<file path="src/rtl/la_pkg.sv">
// Shared logic-analyzer definitions: capture FSM states and queue sizing defaults.
package la_pkg;

    localparam int unsigned ENTRIES_DEF = 384;
    localparam int unsigned LOG2_DEF    = 9;

    typedef enum logic [1:0] {
        IDLE = 2'd0,
        PRE  = 2'd1,
        POST = 2'd2,
        DONE = 2'd3
    } capture_state_t;

endpackage

</file>
<file path="src/rtl/capture_ctrl.sv">
// Capture sequencer: drives the shared RAM-queue write port, arms on enough pre-trigger
// history, counts post-trigger samples and pulses set_capture_done when the capture is complete.
module capture_ctrl
    import la_pkg::*;
#(
    parameter int unsigned ENTRIES = ENTRIES_DEF,
    parameter int unsigned LOG2    = LOG2_DEF
) (
    input  logic            clk,
    input  logic            rst_n,
    input  logic            wrt_smpl,
    input  logic            run,
    input  logic            capture_done,
    input  logic            triggered,
    input  logic [LOG2-1:0] trig_pos,
    output logic            we,
    output logic [LOG2-1:0] waddr,
    output logic            armed,
    output logic            set_capture_done
);

    localparam int unsigned CW = LOG2 + 1;
    localparam int unsigned SW = LOG2 + 2;

    capture_state_t r_state;
    capture_state_t w_next;

    logic [CW-1:0]   r_smpl_cnt;
    logic [LOG2-1:0] r_post_cnt;
    logic [LOG2-1:0] r_waddr;
    logic            r_scd;

    logic [LOG2-1:0] w_tp;
    logic [LOG2-1:0] w_post_inc;
    logic [SW-1:0]   w_arm_sum;
    logic            w_start;

    // Post-trigger count can never exceed the queue, otherwise the trigger sample is overwritten.
    assign w_tp       = (trig_pos > LOG2'(ENTRIES - 1)) ? LOG2'(ENTRIES - 1) : trig_pos;
    assign w_arm_sum  = SW'(r_smpl_cnt) + SW'(w_tp);
    assign w_post_inc = r_post_cnt + LOG2'(1);
    assign w_start    = (r_state == IDLE) && (w_next == PRE);

    // State register
    always_ff @(posedge clk) begin
        if (!rst_n) begin
            r_state <= IDLE;
        end else begin
            r_state <= w_next;
        end
    end

    // Next-state and combinational outputs
    always_comb begin
        w_next = r_state;
        we     = 1'b0;
        armed  = 1'b0;
        case (r_state)
            IDLE: begin
                if (run && !capture_done) begin
                    w_next = PRE;
                end
            end
            PRE: begin
                we    = wrt_smpl;
                armed = (w_arm_sum >= SW'(ENTRIES));
                if (!run) begin
                    w_next = IDLE;
                end else if (triggered && armed) begin
                    w_next = (w_tp == '0) ? DONE : POST;
                end
            end
            POST: begin
                we = wrt_smpl;
                if (!run) begin
                    w_next = IDLE;
                end else if (wrt_smpl && (w_post_inc == w_tp)) begin
                    w_next = DONE;
                end
            end
            DONE: begin
                if (!capture_done) begin
                    w_next = IDLE;
                end
            end
            default: begin
                w_next = IDLE;
            end
        endcase
    end

    // Address, sample counters and the done pulse; waddr wraps at ENTRIES-1, not a power of two.
    always_ff @(posedge clk) begin
        if (!rst_n) begin
            r_smpl_cnt <= '0;
            r_post_cnt <= '0;
            r_waddr    <= '0;
            r_scd      <= 1'b0;
        end else begin
            r_scd <= (w_next == DONE) && (r_state != DONE);
            if (w_start) begin
                r_smpl_cnt <= '0;
                r_post_cnt <= '0;
                r_waddr    <= '0;
            end else if (we) begin
                r_waddr <= (r_waddr == LOG2'(ENTRIES - 1)) ? '0 : r_waddr + LOG2'(1);
                if ((r_state == PRE) && (r_smpl_cnt != CW'(ENTRIES))) begin
                    r_smpl_cnt <= r_smpl_cnt + CW'(1);
                end
                if (r_state == POST) begin
                    r_post_cnt <= w_post_inc;
                end
            end
        end
    end

    assign waddr            = r_waddr;
    assign set_capture_done = r_scd;

endmodule

</file>
<file path="config.mk">
export PLATFORM = sky130hd
export DESIGN_NAME = capture_ctrl
export DESIGN_NICKNAME = d
export VERILOG_FILES = /design/src/rtl/la_pkg.sv /design/src/rtl/capture_ctrl.sv
export SDC_FILE = /design/constraint.sdc
export NUM_CORES = 1
export LEC_CHECK = 0
export ABC_AREA = 1
export BUFFER_PORTS_ARGS = -buffer_cell sky130_fd_sc_hd__clkbuf_2
export CELL_PAD_IN_SITES_DETAIL_PLACEMENT = 0
export CELL_PAD_IN_SITES_GLOBAL_PLACEMENT = 1
export CORE_ASPECT_RATIO = 1.1
export CORE_MARGIN = 4
export CORE_UTILIZATION = 42
export DETAILED_ROUTE_END_ITERATION = 10
export GPL_ROUTABILITY_DRIVEN = 0
export PLACE_DENSITY = 0.86
export SKIP_CTS_REPAIR_TIMING = 1
export SYNTH_ARGS = -nofsm -noshare
export SYNTH_HDL_FRONTEND = slang
export SYNTH_SLANG_ARGS = --single-unit
</file>
<file path="constraint.sdc">
create_clock -name clk -period 2.8 [get_ports clk]
set_input_delay 0.56 -clock clk [delete_from_list [all_inputs] [get_ports clk]]
set_output_delay 0.56 -clock clk [all_outputs]
set_load 0.01 [all_outputs]
</file>
-- Yosys cells after proc, flatten, opt, wreduce, memory -nomap -nowiden
Index checks and enable logic that the tools add are counted.
- $add $sub $neg: 4
- order comparisons: 2
- eq/ne operators: 9
- multiplexer cells: 12
- bitwise operators: 1
- reductions and logical operators: 13
- operator list (kind ; number):
    9-bit by 1-bit adder with 9-bit output, second input constant ; 2
    9-bit 2-to-1 mux ; 2
    2-bit 2-to-1 mux ; 6
    10-bit by 9-bit adder with 11-bit output ; 1
    11-bit by 9-bit >= comparator with 1-bit output, second input constant ; 1
    10-bit by 1-bit adder with 10-bit output, second input constant ; 1
    10-bit by 9-bit != test with 1-bit output, second input constant ; 1
    9-bit == test ; 1
    9-bit == test, second input constant ; 1
    9-bit greater-than comparator, second input constant ; 1
    9-bit logical NOT ; 1
    2-bit case mux with 4 select lines ; 1
    2-bit == test, second input constant ; 3
    1-bit logical AND ; 6
    2-bit by 1-bit == test with 1-bit output, second input constant ; 2
    2-bit AND reduction ; 2
    2-bit OR reduction ; 2
    1-bit 2-to-1 mux ; 3
    2-bit logical NOT ; 1
    2-bit != test, second input constant ; 1
    1-bit logical NOT ; 1
    1-bit inverter ; 1
- bits in registers: 31
- bits of input ports: 15
- output and inout port bits: 12
- word-level logic and storage cells: 46

-- Logic depth before layout (Yosys ltp)
Gate-level depths: netlist of the first run.
- depth after elaboration: 11
- mapped depth: 23
- mapped depth without buffers: 23

-- Least setup slack after synthesis of the first run
No wires, ideal clock.
- path kind: input port to output port
- from: in trig_pos[8]
- to: out armed
- arrival: 2035 ps
- data required time: 2240 ps
- slack: 205 ps
- stages: 14
- path buffers: 0
- path through: nand2_4 > inv_1 > or2_1 > ha_1 > nand2_1 > inv_1 > a21oi_1 > nand2_1 > nand2_1 > nand2_1 > inv_1 > nand2_1 > nand3_1 > and2_1
- longest elaborated chain between the ends: 5
- RTL lines (what ; line ; text):
    from (decl) ; capture_ctrl.sv:15 ; input logic [LOG2-1:0] trig_pos,
    9-bit greater-than comparator ; capture_ctrl.sv:39 ; assign w_tp = (trig_pos > LOG2'(ENTRIES - 1)) ? LOG2'(ENTRIES - 1) : trig_pos;
    9-bit 2-to-1 mux (*) ; capture_ctrl.sv:39 ;
    10-bit by 9-bit adder with 11-bit output (*) ; capture_ctrl.sv:40 ; assign w_arm_sum = SW'(r_smpl_cnt) + SW'(w_tp);
    11-bit by 9-bit >= comparator with 1-bit output (*) ; capture_ctrl.sv:66 ; armed = (w_arm_sum >= SW'(ENTRIES));
    1-bit 2-to-1 mux (*) ; capture_ctrl.sv:58 ; case (r_state)
    to (decl) ; capture_ctrl.sv:18 ; output logic armed,
Every way passes the cells marked *; elsewhere a longest branch is shown, timed or not.

-- Worst setup path after layout of the first run
- from: in trig_pos[7]
- to: out armed
Same word-level chain as after synthesis.

==> metrics.md, run 1 <==
| Metric | Value |
|---|---|
| Run status | finished clean |
| Placement Cell Area | 0.002781 mm² |
| Final Hold Vio Count | 0 |
| Overall Power | 994.9 µW |
| FMAX | 0.3669 GHz |
| YS warnings | 0 |
| Peak supply drop | 0.2230 mV |
| RSZ-0062 raised after global routing | true |
| Reg2Reg Depth | 9 |
| Area grow syn2layout | 24.07% |
| Period Utilization, post-route | 0.9734 |
| Pwr dens | 326.8 mW/mm² |
| Worst hold path type | reg2reg |
| Clk_lat worst skew | 0.29 ns |
| Prevailing post-synth register cell | dfxtp_1 |
| H-tree levels | 2 |
| Post-synth EDFFs | 0 |
| Antenna cells | 0 |
| Placed Cells | 496 |
| Max-Cap Viols | 0 |
| CP arrival | 2.17 ns |
| CP peak stage delay | 0.25 ns |
| Max Root-Sink Buffers | 2 |
| Most numerous cell on the critical path | nand2_2 |
| Setup-failing EPs final | 0 |
| Fin cells | 506 |
| Vias per cell | 4.883 |
| Cts bufs inserted | 5 |
| DRC viols | 0 |
| Avg Cell Area, Syn | 6.406 µm² |
| # IOs | 27 |
| Share of cells above drive strength 1 | 0.2390 |
| Slowest cell on crit path | ha_4 |
| Overflow left after global routing | 0 |
| Overall global routing resource usage | 0.1770 |
| Largest net degree at the start of global routing | 16 |
| Final #Nets | 466 |
| Cells after synthesis | 383 |
| Synthesized area | 0.002454 mm² |
| Area leader, netlist | dfxtp_1 |
| Synthesized flop and latch total | 31 |
| Clk sinks | 31 |
| Async SR Flop Fraction | 0 |
| Wire per inst | 11.83 µm |
| CTS root buffer | clkbuf_8 |
| Kind of critical path | in2out |
| Area of the die | 0.007130 mm² |
| DR iter-0 viols | 82 |
| Minimum clock period | 2.726 ns |
| CP cell instances | buf_8, nand2_8, inv_2, or2_4, ha_4, nand2_2, inv_1, a21oi_2, nand2_2, nand2_2, nand2_1, nand2_1, nand3_2, and2_4, buf_6 |
| Commonest cells post-synth | nand2_1 (104), inv_1 (65), dfxtp_1 (31), nor2_1 (29), nand3_1 (28) |
| Sequential element share of the synthesized area | 0.2529 |
| WL final | 5984 µm |
| Startpoint Class | primary input |
| Most numerous cell in the Yosys netlist | nand2_1 |
| First-pass GRT wire length | 9949 µm |
| Via count | 2471 |
| CTS clock-pin slew for the worst setup and hold paths | 0.07 ns |
| Core area | 0.005535 mm² |
| Slew Limit Fails | 0 |
| # rows | 28 |
| Worst Tran Pin Value | 0.6846 ns |
| Crit-path max FO | 4 |
| Die height | 88.17 µm |
| Vias in the first global route | 2300 |
| Hold_ws | 0.4858 ns |
| TNS Setup | 0 ns |
| Synth top area share | 0.2529 |
| Post-route cell area | 0.003044 mm² |
| Synth area leaders | dfxtp_1 (25%), nand2_1 (16%), ha_1 (10%) |
| Die W | 80.88 µm |
| Worst Clk Skew | 0.009866 ns |
| DRT Pass-1 Iters | 4 |
| ANT nets after route | 0 |
| Port Buffers | 26 |
| Dpl hpwl | 4715 µm |
| Initial Utilization | 0.4433 |
| Worst Hold Depth | 2 |
| Static leakage | 0.001425 µW |
| CP required | 2.24 ns |
| CTS tree | done |
| Post-synthesis cell type count | 35 |
| Syn nets | 419 |
| Initial antenna violation count | 0 |
| Setup crit end kind | primary output |
| Slew headroom | 0.5436 |
metrics by stage:
stage                     setup WS, ns    util
after floorplan                 0.2045       -
after global placement        -0.02056  0.5025
after detailed placement      -0.05634  0.5025
after CTS                     -0.06895  0.5192
after global routing          -0.05517  0.5500
final                          0.07436  0.5500
kinds of logic after synthesis:
| logic type | Yosys count | synth area share |
|---|---|---|
| simple gates | 211 | 0.4008 |
| buf+inv | 72 | 0.1107 |
| compound gates | 43 | 0.1076 |
| flops | 31 | 0.2529 |
| fa+ha+maj | 21 | 0.1101 |
| xor+xnor | 5 | 0.01785 |
flip-flops by register name (all words and copies together), names as in the netlist:
register,flops
waddr,9
r_post_cnt,9
r_smpl_cnt,10
r_state,2
set_capture_done,1
worst paths after layout:
path | from | endpoint | slack, ns
max | trig_pos[7] | armed | 0.07
max reg2reg | r_state[0]$_SDFF_PN0_ | r_smpl_cnt[7]$_SDFFE_PP0P_ | 0.58
min reg2reg | r_post_cnt[8]$_SDFFE_PP0P_ | r_post_cnt[8]$_SDFFE_PP0P_ | 0.49
min | r_post_cnt[8]$_SDFFE_PP0P_ | r_post_cnt[8]$_SDFFE_PP0P_ | 0.49
power breakdown:
group | internal [µW] | switching (µW) | leakage, µW
clock network | 178 | 194 | 0.0000408
registers | 445 | 4.87 | 0.000250
logic | 71.0 | 102 | 0.00113
layout by cell type, fill, tap and decap left out, drive strengths merged:
cell type,count
a31o,1
clkinv,2
ha,20
fa,1
o21bai,4
and3,1
nor3b,5
buf,21
or2,2
nand3b,1
nor3,9
nand2,113
nor4,5
clkbuf,28
and2,2
clkinvlp,2
inv,67
nor2,33
o21ai,6
xor2,5
nand4,8
nand3,32
a21boi,2
dfxtp,31
a211oi,9
a21oi,21
routing by layer:
metal / routed length, µm / vias up / track usage
met2: 2904 / 40 / 0.3047
met4: 105 / 0 / 0.04608
li1: - / 1323 / -
met1: 2715 / 1100 / 0.2213
met3: 259 / 8 / 0.04115
met5: 0 / - / 0
area by class of cell:
type                            count  area [µm²]
Inverter                           68       255.2
Tap cell                           75       93.84
Timing Repair Buffer               44       295.3
Fill cell                         568        2491
Multi-Input combinational cell    280        1685
Sequential cell                    31       621.8
Clock buffer                        5       68.82
Clock inverter                      3       23.77
worst max-delay path, delay by kind of cell:
family | cells | cell delay, ns
AND/OR/NAND/NOR | 9 | 0.89
buffers and inverters | 4 | 0.31
adder cells (fa/ha/maj) | 1 | 0.25
AO/OA/AOI/OAI | 1 | 0.15
Power figures use the tool's default switching activity.
==> inputs of run 2 (changes only) <==
==> constraint.sdc (replaced) <==
create_clock -name clk -period 2.8 [get_ports clk]
set_input_delay 0.56 -clock clk [delete_from_list [all_inputs] [get_ports clk]]
set_output_delay 0.56 -clock clk [all_outputs]
set_load 0.02 [all_outputs]
==> metrics.md, run 2 (synthesized netlist as in run 1, its figures left out) <==
| Metric | Value |
|---|---|
| Vias in the first global route | 2279 (was 2300) |
| Worst Clk Skew | 0.01202 ns (was 0.009866 ns) |
| H-tree levels | 2 (unchanged) |
| CP cell instances | buf_8, nand2_8, nand2_4, ha_4, inv_2, fa_2, inv_1, nand3_1, nand2_1, nand2_1, nand2_1, nand2_1, nand2_1, inv_1, nand2_1, nand3_2, and2_4, buf_6 (was buf_8, nand2_8, inv_2, or2_4, ha_4, nand2_2, inv_1, a21oi_2, nand2_2, nand2_2, nand2_1, nand2_1, nand3_2, and2_4, buf_6) |
| Placed Cells | 496 (unchanged) |
| Worst Hold Depth | 2 (unchanged) |
| Port Buffers | 26 (unchanged) |
| Filler cells | 582 (was 568) |
| Clk sinks | 31 (unchanged) |
| RSZ-0062 raised after global routing | true (unchanged) |
| DR iter-0 viols | 102 (was 82) |
| Setup crit end kind | primary output (unchanged) |
| Startpoint Class | primary input (unchanged) |
| Final #Nets | 465 (was 466) |
| Placement Cell Area | 0.002781 mm² (unchanged) |
| Run status | finished clean (unchanged) |
| Pre-CTS WS | -0.07436 ns (was -0.05634 ns) |
| Initial antenna violation count | 0 (unchanged) |
| CP delay by family, top | simple AND/OR/NAND/NOR gates (unchanged) |
| Post-route cell area | 0.003047 mm² (was 0.003044 mm²) |
| Dpl hpwl | 4691 µm (was 4715 µm) |
| Worst hold path type | reg2reg (unchanged) |
| Overflow left after global routing | 0 (unchanged) |
| Largest register FFs | 10 (unchanged) |
| WL final | 5970 µm (was 5984 µm) |
| Most frequent cells in the layout | nand2_1 (102), inv_1 (62), dfxtp_1 (30) (was nand2_1 (95), inv_1 (60), dfxtp_1 (30)) |
| Slew Limit Fails | 0 (unchanged) |
| Core area | 0.005535 mm² (unchanged) |
| Setup-failing EPs final | 0 (unchanged) |
| Peak supply drop | 0.2540 mV (was 0.2230 mV) |
| Kind of critical path | in2out (unchanged) |
| Die height | 88.17 µm (unchanged) |
| Minimum clock period | 2.697 ns (was 2.726 ns) |
| FMAX | 0.3708 GHz (was 0.3669 GHz) |
| CTS tree | done (unchanged) |
| Via count | 2490 (was 2471) |
| # IOs | 27 (unchanged) |
| CTS clock-pin slew for the worst setup and hold paths | 0.08 ns (was 0.07 ns) |
| Leading cell type in the layout, fill and taps excluded | nand2_1 (unchanged) |
| Wire per inst | 11.82 µm (was 11.83 µm) |
| DRT Pass-1 Iters | 4 (unchanged) |
| Overall global routing resource usage | 0.1785 (was 0.1770) |
| Reg-to-reg slack, setup | 0.55 ns (was 0.58 ns) |
| Biggest register | r_smpl_cnt (unchanged) |
| Buf+Inv Stages, Crit Path | 5 (was 4) |
| CP peak stage delay | 0.33 ns (was 0.25 ns) |
| CP arrival | 2.14 ns (was 2.17 ns) |
| Largest net degree at the start of global routing | 16 (unchanged) |
| Reg2Reg Depth | 9 (unchanged) |
| Die W | 80.88 µm (unchanged) |
| Area grow syn2layout | 24.17% (was 24.07%) |
| DRC viols | 0 (unchanged) |
| Worst Tran Pin Value | 0.6964 ns (was 0.6846 ns) |
| Max Root-Sink Buffers | 2 (unchanged) |
| Max-Cap Viols | 0 (unchanged) |
| Slowest cell on crit path | fa_2 (was ha_4) |
| Pwr dens | 357.8 mW/mm² (was 326.8 mW/mm²) |
| Area of the die | 0.007130 mm² (unchanged) |
| Initial Utilization | 0.4433 (unchanged) |
| Slew headroom | 0.5357 (was 0.5436) |
| Most numerous cell on the critical path | nand2_1 (was nand2_2) |
| Static leakage | 0.001444 µW (was 0.001425 µW) |
| Vias per cell | 4.931 (was 4.883) |
| CTS root buffer | clkbuf_8 (unchanged) |
| First-pass GRT wire length | 10070 µm (was 9949 µm) |
| Stages on worst setup path | 18 (was 15) |
| # rows | 28 (unchanged) |
| Cts bufs inserted | 5 (unchanged) |
| Fin cells | 505 (was 506) |
| Final Hold Vio Count | 0 (unchanged) |
| ANT nets after route | 0 (unchanged) |
| Final setup margin | 0.1033 ns (was 0.07436 ns) |
| Period Utilization, post-route | 0.9631 (was 0.9734) |
| Antenna cells | 0 (unchanged) |
| Crit-path max FO | 4 (unchanged) |
| Clk_lat worst skew | 0.28 ns (was 0.29 ns) |
| Share of cells above drive strength 1 | 0.2209 (was 0.2390) |
| CP required | 2.24 ns (about the same) |
[run 2: cell types whose count changed in the layout (fill, tap and decap cells not counted), moves of 2 or more]
cell        previous run  this run
a21oi_1               19        17
inv_1                 60        62
nor2_2                 5         7
clkinvlp_4             2         0
nand2_1               95       102
a21oi_2                2         4
inv_2                  6         3
nand2_2               14         7
[run 2: path summary, 6_finish.rpt]
check,startpoint,to
worst max-delay path,trig_pos[7],armed
worst min-delay path,r_post_cnt[8]$_SDFFE_PP0P_,r_post_cnt[8]$_SDFFE_PP0P_
worst max register to register,r_state[0]$_SDFF_PN0_,r_smpl_cnt[7]$_SDFFE_PP0P_
worst min register to register,r_post_cnt[8]$_SDFFE_PP0P_,r_post_cnt[8]$_SDFFE_PP0P_
[run 2: per-stage QoR]
stage / hold WS, ns / power, µW / utilization / setup TNS [ns]
6_report: 0.4828 / 1090 / 0.5504 / 0
5_1_grt: 0.5270 / 1146 / 0.5504 / -0.04292
4_1_cts: 0.4865 / 1087 / 0.5237 / -0.08000
3_5_place_dp: 0.4753 / 617.6 / 0.5025 / -0.07436
3_3_place_gp: 0.4647 / 616.0 / 0.5025 / -0.05460
2_1_floorplan: 0.4530 / 555.4 / - / 0
[run 2: layer usage]
metal | share of wire | vias up | wire, µm | global-route usage
li1 | - | 1318 | - | -
met2 | 0.48 | 48 | 2865 | 0.3055
met4 | 0.016 | 0 | 95 | 0.05223
met5 | 0 | - | 0 | 0
met1 | 0.46 | 1116 | 2751 | 0.2219
met3 | 0.043 | 8 | 258 | 0.04218
[run 2: final cells by class]
cell class                 count  area [µm²]  share of cell area
clock buffer                   6       82.58             0.02710
clock inverter                 2       35.03             0.01150
inverter                      68       257.7             0.08460
multi-input combinational    280        1668              0.5474
sequential                    31       621.8              0.2041
tap                           75       93.84             0.03080
timing repair buffer          43       287.8             0.09446
[run 2: power by group]
group	switching [µW]	internal (µW)
logic	104	69.8
clock network	179	288
registers	4.77	445
total	287	803
[run 2: worst reg2reg max path, delay by kind of cell, from the launching register on]
family	cells	cell delay [ns]
simple gates	4	0.86
buf+inv	3	0.51
fa+ha+maj	1	0.31
compound gates	1	0.12
flops	1	0.38
